===== config.mk =====
export PLATFORM = sky130hd
export DESIGN_NAME = prt_scaler_krnl_ctl_flat
export DESIGN_NICKNAME = d
export VERILOG_FILES = /design/src/rtl/prt_scaler_krnl_ctl_if.sv /design/src/rtl/prt_scaler_krnl_ctl.sv /design/src/flat_wrapper.sv
export SDC_FILE = /design/constraint.sdc
export NUM_CORES = 1
export LEC_CHECK = 0
export ABC_AREA = 1
export BUFFER_PORTS_ARGS = -buffer_cell sky130_fd_sc_hd__buf_2
export CAP_MARGIN = 10
export CORE_UTILIZATION = 49
export CTS_BUF_LIST = sky130_fd_sc_hd__clkbuf_16
export DETAILED_ROUTE_END_ITERATION = 8
export GPL_ROUTABILITY_DRIVEN = 0
export MAX_ROUTING_LAYER = met4
export PLACE_DENSITY = 0.69
export SETUP_SLACK_MARGIN = 0.15
export SLEW_MARGIN = 10
export SYNTH_ARGS = -nofsm -noshare
export SYNTH_HDL_FRONTEND = slang
export SYNTH_SLANG_ARGS = --single-unit

===== constraint.sdc =====
create_clock -name CLK_IN -period 3.5 [get_ports CLK_IN]
set_input_delay 0.175 -clock CLK_IN [delete_from_list [all_inputs] [get_ports CLK_IN]]
set_output_delay 0.175 -clock CLK_IN [all_outputs]
set_load 0.05 [all_outputs]

===== src/rtl/prt_scaler_krnl_ctl_if.sv =====
// Window/tap handshake bundle between the line-buffer loader, the kernel
// sequencer and the kernel mux/MAC.
interface prt_scaler_krnl_ctl_if #(
  parameter int P_FRAC = 8
);
  logic [P_FRAC+1:0] STEP_IN;
  logic              SOL_IN;
  logic              WIN_VLD_IN;
  logic              WIN_RDY_OUT;
  logic              DST_RDY_IN;
  logic              VLD_OUT;
  logic [3:0]        SEL_OUT;
  logic [1:0]        TAP_OUT;
  logic [P_FRAC-1:0] PHASE_OUT;
  logic              LAST_OUT;

  modport master (
    input  STEP_IN, SOL_IN, WIN_VLD_IN, DST_RDY_IN,
    output WIN_RDY_OUT, VLD_OUT, SEL_OUT, TAP_OUT, PHASE_OUT, LAST_OUT
  );

  modport slave (
    output STEP_IN, SOL_IN, WIN_VLD_IN, DST_RDY_IN,
    input  WIN_RDY_OUT, VLD_OUT, SEL_OUT, TAP_OUT, PHASE_OUT, LAST_OUT
  );
endinterface


===== src/rtl/prt_scaler_krnl_ctl.sv =====
// Scaler kernel sequencer: horizontal phase accumulator that time-shares one
// kernel mux by emitting four bilinear tap selects per output pixel.
module prt_scaler_krnl_ctl #(
  parameter int P_FRAC = 8
) (
  input  logic                  CLK_IN,
  input  logic                  RST_IN,
  input  logic                  EN_IN,
  prt_scaler_krnl_ctl_if.master bus
);

  localparam int AW = P_FRAC + 3;  // 3 integer bits: acc + step stays below 8.0
  localparam int SW = P_FRAC + 2;

  typedef enum logic {S_IDLE, S_RUN} state_t;

  state_t            state;
  logic [AW-1:0]     acc;
  logic [SW-1:0]     step;
  logic              rdy_q;
  logic              vld_q;
  logic              last_q;
  logic [3:0]        sel_q;
  logic [1:0]        tap_q;
  logic [P_FRAC-1:0] phase_q;

  logic              accept;
  logic              xfer;
  logic              wrap;
  logic [AW-1:0]     nacc;
  logic [AW-1:0]     emit_acc;
  logic [1:0]        emit_tap;
  logic [2:0]        emit_px;
  logic [SW-1:0]     step_in_nz;

  assign accept     = (state == S_IDLE) & bus.WIN_VLD_IN & rdy_q;
  assign xfer       = vld_q & bus.DST_RDY_IN;
  assign nacc       = acc + AW'(step);
  assign wrap       = (tap_q == 2'd3) & nacc[AW-1];
  assign step_in_nz = (bus.STEP_IN == '0) ? SW'(1) : bus.STEP_IN;

  // Position and tap index of the next tap to present.
  // NOTE: every always_comb output gets a default first so no latch is inferred.
  always_comb begin
    emit_acc = acc;
    emit_tap = tap_q + 2'd1;
    if (state == S_IDLE) begin
      emit_acc = bus.SOL_IN ? '0 : acc;
      emit_tap = 2'd0;
    end else if (tap_q == 2'd3) begin
      emit_acc = nacc;
      emit_tap = 2'd0;
    end
    emit_px = emit_acc[AW-1:P_FRAC] + {2'b00, emit_tap[0]};
  end

  // NOTE: sequential state uses non-blocking assignments only, so every
  // register samples pre-edge values regardless of statement order.
  always_ff @(posedge CLK_IN or negedge RST_IN) begin
    if (!RST_IN) begin
      state   <= S_IDLE;
      acc     <= '0;
      step    <= SW'(1) << P_FRAC;
      rdy_q   <= 1'b0;
      vld_q   <= 1'b0;
      last_q  <= 1'b0;
      sel_q   <= '0;
      tap_q   <= '0;
      phase_q <= '0;
    end else if (!EN_IN) begin
      // Abort discards any partially emitted pixel.
      state  <= S_IDLE;
      acc    <= '0;
      rdy_q  <= 1'b0;
      vld_q  <= 1'b0;
      last_q <= 1'b0;
    end else if (xfer && wrap) begin
      // Window exhausted: carry the fractional overshoot into the next window.
      acc    <= {1'b0, nacc[AW-2:0]};
      state  <= S_IDLE;
      vld_q  <= 1'b0;
      last_q <= 1'b0;
    end else if (accept || xfer) begin
      if (accept) begin
        state <= S_RUN;
        rdy_q <= 1'b0;
        if (bus.SOL_IN) step <= step_in_nz;
      end
      acc     <= emit_acc;
      vld_q   <= 1'b1;
      sel_q   <= {emit_tap[1], emit_px};
      tap_q   <= emit_tap;
      phase_q <= emit_acc[P_FRAC-1:0];
      last_q  <= (emit_tap == 2'd3);
    end else if (state == S_IDLE) begin
      rdy_q <= 1'b1;
    end
  end

  assign bus.WIN_RDY_OUT = rdy_q;
  assign bus.VLD_OUT     = vld_q;
  assign bus.SEL_OUT     = sel_q;
  assign bus.TAP_OUT     = tap_q;
  assign bus.PHASE_OUT   = phase_q;
  assign bus.LAST_OUT    = last_q;

endmodule

===== src/flat_wrapper.sv =====
// flat-port wrapper written by rule: the top's interface ports become plain ports
module prt_scaler_krnl_ctl_flat 
#(
  parameter int P_FRAC = 8
)
  (CLK_IN, RST_IN, EN_IN, bus_STEP_IN, bus_SOL_IN, bus_WIN_VLD_IN, bus_DST_RDY_IN, bus_WIN_RDY_OUT, bus_VLD_OUT, bus_SEL_OUT, bus_TAP_OUT, bus_PHASE_OUT, bus_LAST_OUT);
  prt_scaler_krnl_ctl_if #(.P_FRAC(P_FRAC)) bus_i ();
  input  logic CLK_IN;
  input  logic RST_IN;
  input  logic EN_IN;
  input wire logic [$bits(bus_i.STEP_IN)-1:0] bus_STEP_IN;
  input wire logic [$bits(bus_i.SOL_IN)-1:0] bus_SOL_IN;
  input wire logic [$bits(bus_i.WIN_VLD_IN)-1:0] bus_WIN_VLD_IN;
  input wire logic [$bits(bus_i.DST_RDY_IN)-1:0] bus_DST_RDY_IN;
  output wire logic [$bits(bus_i.WIN_RDY_OUT)-1:0] bus_WIN_RDY_OUT;
  output wire logic [$bits(bus_i.VLD_OUT)-1:0] bus_VLD_OUT;
  output wire logic [$bits(bus_i.SEL_OUT)-1:0] bus_SEL_OUT;
  output wire logic [$bits(bus_i.TAP_OUT)-1:0] bus_TAP_OUT;
  output wire logic [$bits(bus_i.PHASE_OUT)-1:0] bus_PHASE_OUT;
  output wire logic [$bits(bus_i.LAST_OUT)-1:0] bus_LAST_OUT;
  assign bus_i.STEP_IN = bus_STEP_IN;
  assign bus_i.SOL_IN = bus_SOL_IN;
  assign bus_i.WIN_VLD_IN = bus_WIN_VLD_IN;
  assign bus_i.DST_RDY_IN = bus_DST_RDY_IN;
  assign bus_WIN_RDY_OUT = bus_i.WIN_RDY_OUT;
  assign bus_VLD_OUT = bus_i.VLD_OUT;
  assign bus_SEL_OUT = bus_i.SEL_OUT;
  assign bus_TAP_OUT = bus_i.TAP_OUT;
  assign bus_PHASE_OUT = bus_i.PHASE_OUT;
  assign bus_LAST_OUT = bus_i.LAST_OUT;
  prt_scaler_krnl_ctl #(.P_FRAC(P_FRAC)) u_core (.CLK_IN(CLK_IN), .RST_IN(RST_IN), .EN_IN(EN_IN), .bus(bus_i));
endmodule

Word-level counts from Yosys, hierarchy flattened

Index checks and enable logic that the tools add are counted.

Add/sub/neg operators: 3
Multipliers: 0
Divide/modulo/power cells: 0
Magnitude comparators: 0
Equality and inequality tests: 7
Shifts and indexed selects: 0
Multiplexer cells: 24
Bitwise logic cells: 6
Reductions and logical operators: 7

Operators by type and width:

| kind                                                                     | number |
|---|---|
| 11-bit two-way mux                                                       | 6 |
| 1-bit two-way mux                                                        | 15 |
| 11-bit by 10-bit adder with 11-bit output                                | 1 |
| 10-bit zero test                                                         | 1 |
| 10-bit two-way mux                                                       | 1 |
| 3-bit by 1-bit inequality test with 1-bit output (second input constant) | 2 |
| 3-bit AND reduction                                                      | 2 |
| 5-bit AND reduction                                                      | 1 |
| 1-bit bitwise AND                                                        | 4 |
| 2-bit == test (second input constant)                                    | 2 |
| 2-bit two-way mux                                                        | 2 |
| 3-bit by 1-bit adder with 3-bit output                                   | 1 |
| 3-bit by 2-bit inequality test with 1-bit output (second input constant) | 1 |
| 3-bit inequality test (second input constant)                            | 1 |
| 2-bit by 1-bit adder with 2-bit output (second input constant)           | 1 |
| 2-bit inequality test (second input constant)                            | 1 |
| 1-bit NOT                                                                | 2 |
| 2-bit AND reduction                                                      | 1 |
| 1-bit logical AND                                                        | 1 |
| 1-bit logical OR                                                         | 1 |

Bits in registers: 39
Bits in latches: 0
RAM bits: 0
Bits in read-only memories: 0
Input port bits: 16
Output and inout port bits: 17
Logic and storage cells: 56
Memories: 0

Longest topological paths before layout

Gate-level depths: netlist of the first run.

Depth after elaboration: 7
Mapped depth: 18
Mapped depth without buffers: 18

Least setup slack after synthesis of the first run

Ideal clock, no wire load.

Kind: reg-to-reg
From: register u_core.acc[0]
To: register u_core.sel_q[2], in the netlist u_core.bus.SEL_OUT[2]
Setup time: 118 ps
Arrival: 2062 ps
Required time: 3382 ps
Setup slack: 1321 ps
Cell stages (with the launch flop): 18
Path buffers: 0
Period minus slack after synthesis: 2179 ps
Cell sequence: dfrtp_1 -> ha_1 -> inv_1 -> fa_1 -> inv_1 -> nand3_1 -> nand3_1 -> nand2_1 -> nand3_1 -> nand3_1 -> nand2_1 -> inv_1 -> ha_1 -> ha_1 -> inv_1 -> nand2_1 -> nand3_1 -> nand2_1

Longest elaborated chain between the ends: 5
Elaborated cells between the ends (all ways): 8
Those cells by class: add/sub: 2; mux: 2; bitwise: 2; reduce/logical: 2

RTL lines:

| what                                                                           | RTL line                  | source |
|---|---|---|
| start, declared                                                                | prt_scaler_krnl_ctl.sv:18 | `logic [AW-1:0] acc;` |
| start signal, assigned                                                         | prt_scaler_krnl_ctl.sv:79 | `acc <= {1'b0, nacc[AW-2:0]};` |
| start signal, assigned                                                         | prt_scaler_krnl_ctl.sv:89 | `acc <= emit_acc;` |
| 11-bit by 10-bit adder with 11-bit output (*)                                  | prt_scaler_krnl_ctl.sv:38 | `assign nacc = acc + AW'(step);` |
| branches (longest 4 deep; another with 3-bit by 1-bit adder with 3-bit output) | -                         |  |
| end signal, assigned                                                           | prt_scaler_krnl_ctl.sv:91 | `sel_q <= {emit_tap[1], emit_px};` |
| end, declared                                                                  | prt_scaler_krnl_ctl.sv:23 | `logic [3:0] sel_q;` |

Mark *: on every way between the ends.
A chain may end at the register's enable or synchronous reset.

Final worst setup path of the first run

Same ends and word-level chain as after synthesis.

==> results of run 1 <==
[placed cells by master (no fill, tap or decap)]
master      instances
inv_2               1
fa_1                1
a21boi_0            5
nor4_1              2
a21oi_1             7
clkinvlp_4          1
nand3_2             1
nand2_2             3
dfstp_2             1
dfrtp_1            37
nor2_2              1
nand4_1            11
clkinv_2            1
ha_1               13
a21oi_2             1
o21bai_1            3
nand4_4             1
xnor2_1             2
nor2_4              2
a31oi_1             2
o21ai_1             6
a21o_1              3
xor2_1              1
nand3_1            31
buf_2              32
clkbuf_16           5
inv_1              53
nand4_2             1
nand3b_1            1
nor2_1             10
o21ai_2            10
o221ai_1            1
buf_4               1
o21ai_0             5
and2_1              1
clkinv_1            1
nand2_1           146
o22ai_1             1
[worst max-delay path by stage]
stage | startpoint | slack, ns | endpoint | cells after the start
final | u_core.acc[0]$_DFFE_PN0P_ | 1.02 | u_core.bus.SEL_OUT[2]$_DFFE_PN0P_ | 17
after global routing | u_core.acc[0]$_DFFE_PN0P_ | 0.77 | u_core.bus.SEL_OUT[2]$_DFFE_PN0P_ | 17
after CTS | u_core.acc[0]$_DFFE_PN0P_ | 1.02 | u_core.bus.SEL_OUT[2]$_DFFE_PN0P_ | 17
after detailed placement | u_core.acc[0]$_DFFE_PN0P_ | 1.06 | u_core.bus.SEL_OUT[2]$_DFFE_PN0P_ | 17
after global placement | u_core.acc[0]$_DFFE_PN0P_ | 1.10 | u_core.bus.SEL_OUT[2]$_DFFE_PN0P_ | 17
after floorplan | u_core.acc[0]$_DFFE_PN0P_ | 1.32 | u_core.bus.SEL_OUT[2]$_DFFE_PN0P_ | 17
[state kept, by name (all words and copies together) (netlist names)]
| name | cells |
|---|---|
| u_core.step | 10 |
| u_core.bus.TAP_OUT | 2 |
| u_core.state | 1 |
| u_core.bus.PHASE_OUT | 8 |
| u_core.bus.VLD_OUT | 1 |
| u_core.acc | 11 |
| u_core.bus.SEL_OUT | 3 |
| u_core.bus.LAST_OUT | 1 |
| u_core.bus.WIN_RDY_OUT | 1 |
[area by class of cell]
cell class	count	area (µm²)
flip-flops and latches	38	952
fillers	510	2190
repair buffers	33	168
multi-input cells	272	1430
clock inverters	3	16.3
well taps	70	87.6
clock buffers	5	125
inverters	54	203
[kinds of logic after synthesis]
family                     count (synthesis)  synth area share (%)
and+or+nand+nor                          211                  34.7
buffers and inverters                     67                  10.6
AOI/OAI and AO/OA                         44                  11.1
DFF                                       38                  35.7
adders and majority gates                 14                  6.84
xor gates and xnor gates                   3                 0.985
[metal layers]
layer | wire length (µm) | vias up
met1 | 2940 | 1161
li1 | - | 1250
met2 | 3080 | 88
met4 | 120 | 0
met5 | 0 | -
met3 | 305 | 14
[worst max-delay path, cell delays in order, from the launching register on]
cell,delay (ns)
dfrtp_1,0.36
ha_1,0.20
inv_1,0.08
fa_1,0.41
inv_1,0.10
nand3_1,0.07
nand3_1,0.14
nand2_1,0.10
nand3_1,0.11
nand3_1,0.09
nand2_1,0.06
inv_1,0.06
ha_1,0.18
ha_1,0.20
inv_1,0.06
nand2_1,0.04
nand3_1,0.07
nand2_1,0.04
[power by group]
group	switching (mW)	leakage, nW	internal (mW)	total (mW)
logic	0.272	1.21	0.124	0.396
clock network	0.176	0.0672	0.260	0.436
registers	0.0397	0.506	0.496	0.536
total	0.488	1.78	0.880	1.37
==> results.ini, run 1 <==
[timing]
finalWorstSetupSlack_ns=1.02
timing_hold_violations_final=3
fin_crit_sh_pct=70.9
fin_skew_ns=0.00411
fin_hold_ws_ns=-0.00241
drv_slew=0
setup_viol=0
slew_headroom_pct=42.4
fin_setup_tns_ns=0
worst_pin_slew_ns=0.864
rsz0062_at_grt=no
max_clock_freq_ghz=0.403
period_minus_slack_ns=2.48

[placed_design]
io_buffers=32
place_hpwl_um=4780
placed_cells=467
pre_cts_slack_ns=1.06
dpl_cell_area_mm2=0.00284

[global_route]
grt_overflow=0
gr-usage-met2_pct=40.5
antenna_found_initial=0
met1_usage_pct=34.3
grt.met3_usage_pct=4.23
first_global_vias=2300
busiest_layer=met2
grt_pass1_wl_um=10800
grt_usage_pct=25.9
grt_start_max_net_pins=39

[critical_path]
rr_startpoint=u_core.acc[0]$_DFFE_PN0P_
path_class=flip-flop to flip-flop
cp-start-kind=flip-flop
rrSetupSlack_ns=1.02
reg2reg_depth=17
cp.required_ns=3.67
crit_arrival_ns=2.66
worstReg2RegEnd=u_core.bus.SEL_OUT[2]$_DFFE_PN0P_
critPathMaxFanout=3
end_kind=flip-flop

[floorplan]
chipHeight_um=75.8
die_width_um=75.8
core_mm2=0.00517
io_pins=33
die_area_mm2=0.00575
core.rowCount=26
start_util_pct=51.6

[final_layout]
drive_above_1_share_pct=15.3
num_antenna_cells=0
final_nets=434
final_cell_area_mm2=0.00298
syn2layout_area_growth_pct=11.8
post-route-util_pct=57.7
final-instance-count-excl-fill=475

[yosys]
synth_largest_area_cell=dfrtp_1
ys_async_sr_fraction_pct=100
yosys.cell_count.top_type=nand2_1
synth_flop_cell=dfrtp_1
yosysSeqAreaShare_pct=35.7
ys_warn_count=0
syn_area_mm2=0.00267
ys_ff_latch=38
synthTopCellsByCount=nand2_1, inv_1, dfrtp_1
synth.area.top_cells=dfrtp_1, nand2_1, inv_1
yosysUniqueCellTypes=37
avgSynthCellArea_um2=7.08
syn_inst=377
synth-edff-count=0
netlist.area_leader.share_pct=34.7
synth_fp_nets=407

[power_and_ir_drop]
ir_drop_mv=0.243
totalPowerFinal_mw=1.37
leakage_nw=1.78
power.density_mw_per_mm2=458

[clock_network]
post_cts.repair.setup_buffers=0
clk_path_buf_depth=2
postCtsHoldBufs=0
insertion_delay_ns=0.28
htreeDepth=2
cts_resized=0
cts_tree=built
clock-sinks=38
cts_buffers=5
cts-root-buf=clkbuf_16
clk_pin_slew_ns=0.06

[drt]
drt-total-wl_um=6450
drt_iter0_markers=223
vias=2513
drc_errors=0
drt-pass1-iter-count=5
viasPerCell=5.29
wl_per_cell_um=13.6
ant_nets=0

[outcome]
status=finished with violations
violations=hold timing

[run]
max_cap_violations=0

[hold_path]
hold_path_class=input pin to async pin

No activity file was read; power rests on OpenSTA's default activity.
==> inputs of run 2 (changes only) <==
Settings changed: ABC_AREA 1 to 0, PLACE_DENSITY 0.69 to 0.72.
Clock period 3.5 ns to 2 ns, I/O delays scaled along.
==> results.ini, run 2 <==
[timing]
timing_hold_violations_final=0  ; -3
slew_headroom_pct=41.0  ; -1.4 points
fin_skew_ns=0.00612  ; +0.00201 ns
drv_slew=0  ; unchanged
setup_viol=37  ; +37
worst_pin_slew_ns=0.884  ; +0.0204 ns
finalWorstSetupSlack_ns=-0.658  ; -1.67 ns
period_minus_slack_ns=2.66  ; +0.174 ns
max_clock_freq_ghz=0.376  ; -6.6%
fin_crit_sh_pct=133  ; +62 points
rsz0062_at_grt=yes

[critical_path]
cpMostUsedCell=ha_2
cp-start-kind=flip-flop
cp_top_family=adder cells
crit_arrival_ns=2.83  ; +0.17 ns
critPathMaxFanout=3  ; unchanged
cp_cell_sequence=ha_2, inv_2, fa_2, nor2b_4, o2111ai_4, a21oi_2, nor3_2, o31ai_2, ha_2, ha_4, mux2_4
critical_path.slowest_cell=fa_2
crit_buf_inv=1  ; -3
slowest_delay_ns=0.37  ; -0.04 ns
cp.required_ns=2.17  ; -1.50 ns
path_class=flip-flop to flip-flop
end_kind=flip-flop

[power_and_ir_drop]
internal-power_mw=1.86  ; +110%
totalPowerFinal_mw=2.87  ; +110%
clockPowerShare_pct=27.3  ; -4.6 points
swShare_pct=35.1  ; -0.53 points
switchingPower_mw=1.01  ; +110%
seqPwrFrac_pct=34.3  ; -4.9 points
power.density_mw_per_mm2=847  ; +85%
leakage_nw=1.64  ; -7.9%
pwr-share-comb_pct=38.4  ; +9.5 points
ir_drop_mv=0.546  ; +120%

[yosys]
ys_warn_count=0  ; unchanged
netlist.area_leader.share_pct=39.1  ; +4.4 points
synth_flop_cell=dfrtp_1
synthTopCellsByCount=dfrtp_1, o21ai_0, nand2_1
yosysUniqueCellTypes=56  ; +51%
yosysSeqAreaShare_pct=40.2  ; +4.5 points
syn_inst=243  ; -36%
ys_async_sr_fraction_pct=100  ; unchanged
ys_ff_latch=38  ; unchanged
yosys.cell_count.top_type=dfrtp_1
synth-edff-count=0  ; unchanged
synth_largest_area_cell=dfrtp_1
synth.area.top_cells=dfrtp_1, ha_1, mux2_2
synth_fp_nets=273  ; -33%
avgSynthCellArea_um2=9.76  ; +38%
syn_area_mm2=0.00237  ; -11%

[final_layout]
multi_input_area_mm2=0.00150  ; +5.0%
drive_above_1_share_pct=46.2  ; +31 points
regArea_um2=952  ; unchanged
final_cell_mix=buf_4, dfrtp_1, buf_2
regMostFlops=u_core.acc
layout_commonest_cell=buf_4
final_nets=367  ; -15%
final_cell_area_mm2=0.00339  ; +13%
post-route-util_pct=75.2  ; +17 points
fill_cells=303  ; -41%
largest_reg_flops=11  ; unchanged
num_antenna_cells=0  ; unchanged
syn2layout_area_growth_pct=42.8

[drt]
drt-pass1-iter-count=4  ; -1
ant_nets=0  ; unchanged
vias=2363  ; -6.0%
drc_errors=0  ; unchanged
viasPerCell=6.06  ; +15%
drt-total-wl_um=7380  ; +14%
drt_iter0_markers=202  ; -9.4%
wl_per_cell_um=18.9  ; +39%

[global_route]
antenna_found_initial=0  ; unchanged
grt_overflow=0  ; unchanged
grt_start_max_net_pins=39  ; unchanged
first_global_vias=2425  ; +5.4%
grt_usage_pct=31.7  ; +5.8 points
grt_pass1_wl_um=11900  ; +10%

[floorplan]
io_pins=33  ; unchanged
chipHeight_um=71.6  ; -5.6%
core_mm2=0.00450  ; -13%
die_area_mm2=0.00512  ; -11%
core.rowCount=24  ; -7.7%
start_util_pct=52.6  ; +1.0 points
die_width_um=71.6  ; -5.6%

[clock_network]
htreeDepth=2  ; unchanged
cts-root-buf=clkbuf_16
clk_pin_slew_ns=0.06  ; about the same
clock-sinks=38  ; unchanged
insertion_delay_ns=0.29  ; about the same
cts_buffers=5  ; unchanged
clk_path_buf_depth=2  ; unchanged
cts_tree=built

[placed_design]
dpl_cell_area_mm2=0.00301  ; +5.9%
pre_cts_slack_ns=-0.664  ; -1.73 ns
place_hpwl_um=4790  ; +0.24%
io_buffers=32  ; unchanged

[hold_path]
hold_path_class=input pin to flip-flop

[outcome]
status=finished with violations
violations=setup timing

[run]
max_cap_violations=0  ; unchanged

-- run 2: cell count changes in the layout (fill, tap and decap cells not counted), moves of 10 or more --
| cell | before | now |
|---|---|---|
| nand3_1 | 31 | 12 |
| mux2_2 | 0 | 11 |
| buf_6 | 0 | 10 |
| nand2_1 | 146 | 17 |
| buf_4 | 1 | 51 |
| inv_1 | 53 | 9 |
-- run 2: worst reg2reg max path: cells and delay by family, from the launching register on --
family                   cells  cell delay, ns
multiplexers                 1            0.26
flip-flops                   1            0.35
buffers and inverters        1            0.04
adder cells (fa/ha/maj)      4            1.03
AO/OA/AOI/OAI                3            0.65
AND/OR/NAND/NOR              2            0.24
-- run 2: per-stage QoR --
step                hold slack (ns)  std cells  setup TNS (ns)
floorplan                    -0.196        243          -14.42
global route                 0.0697        390          -23.65
CTS                          0.0631        389          -18.45
global placement              0.268        373          -17.68
finish                       0.0582        390          -19.72
detailed placement            0.274        373          -19.43
-- run 2: power groups by stage --
| stage | sequential (mW) | combinational, mW | clock (mW) |
|---|---|---|---|
| final | 0.983 | 1.10 | 0.782 |
| after global routing | 0.996 | 1.18 | 0.817 |
| after CTS | 0.982 | 1.08 | 0.775 |
| after detailed placement | 0.995 | 1.01 | 0 |
| after global placement | 0.988 | 0.982 | 0 |
| after floorplan | 1.06 | 0.549 | 0 |
-- run 2: final timing paths --
kind | start | endpoint | slack, ns | depth (start not counted)
setup / recovery | u_core.acc[0]$_DFFE_PN0P_ | u_core.bus.SEL_OUT[1]$_DFFE_PN0P_ | -0.66 | 11
hold / removal | bus_STEP_IN[8] | u_core.step[8]$_DFFE_PN1P_ | 0.06 | 2
setup reg to reg | u_core.acc[0]$_DFFE_PN0P_ | u_core.bus.SEL_OUT[1]$_DFFE_PN0P_ | -0.66 | 11
hold reg to reg | u_core.bus.PHASE_OUT[3]$_DFFE_PN0P_ | u_core.bus.PHASE_OUT[3]$_DFFE_PN0P_ | 0.48 | 2
max in group asynchronous | RST_IN | u_core.acc[2]$_DFFE_PN0P_ | 0.97 | 2
min in group asynchronous | RST_IN | u_core.step[9]$_DFFE_PN0P_ | 0.47 | 2
-- run 2: kinds of logic (layout without fill, tap and decap cells) --
family	Yosys count	in the layout	synth area share, %
AOI/OAI and AO/OA	70	70	20.1
xor gates and xnor gates	7	7	2.59
adders and majority gates	14	14	7.70
buffers and inverters	20	113	4.91
DFF	38	38	40.2
muxes	16	16	7.49
and+or+nand+nor	78	80	17.1
-- run 2: layout make-up --
type	count	area share [%]
Clock buffer	5	3.70
Clock inverter	3	0.480
Inverter	10	1.11
Multi-Input combinational cell	187	44.4
Sequential cell	38	28.1
Tap cell	52	1.92
Timing Repair Buffer	95	20.3
-- run 2: repair_timing --
action | CTS | global route
endpoints found under the hold margin | 37 | 0
pin swaps | 27 | 3
resized for setup | 34 | 2
hold buffers | 1 | 0
endpoints found under the setup margin | 37 | 37
setup buffers | 4 | 1
cloned | 3 | 0
-- run 2: routing by layer --
| metal | part of all wire, % | global-route usage (%) | vias up |
|---|---|---|---|
| met4 | 3.6 | 13.5 | 0 |
| met5 | 0 | - | - |
| met2 | 50 | 52.1 | 89 |
| met3 | 6.0 | 6.05 | 22 |
| li1 | - | - | 1085 |
| met1 | 40 | 38.3 | 1167 |
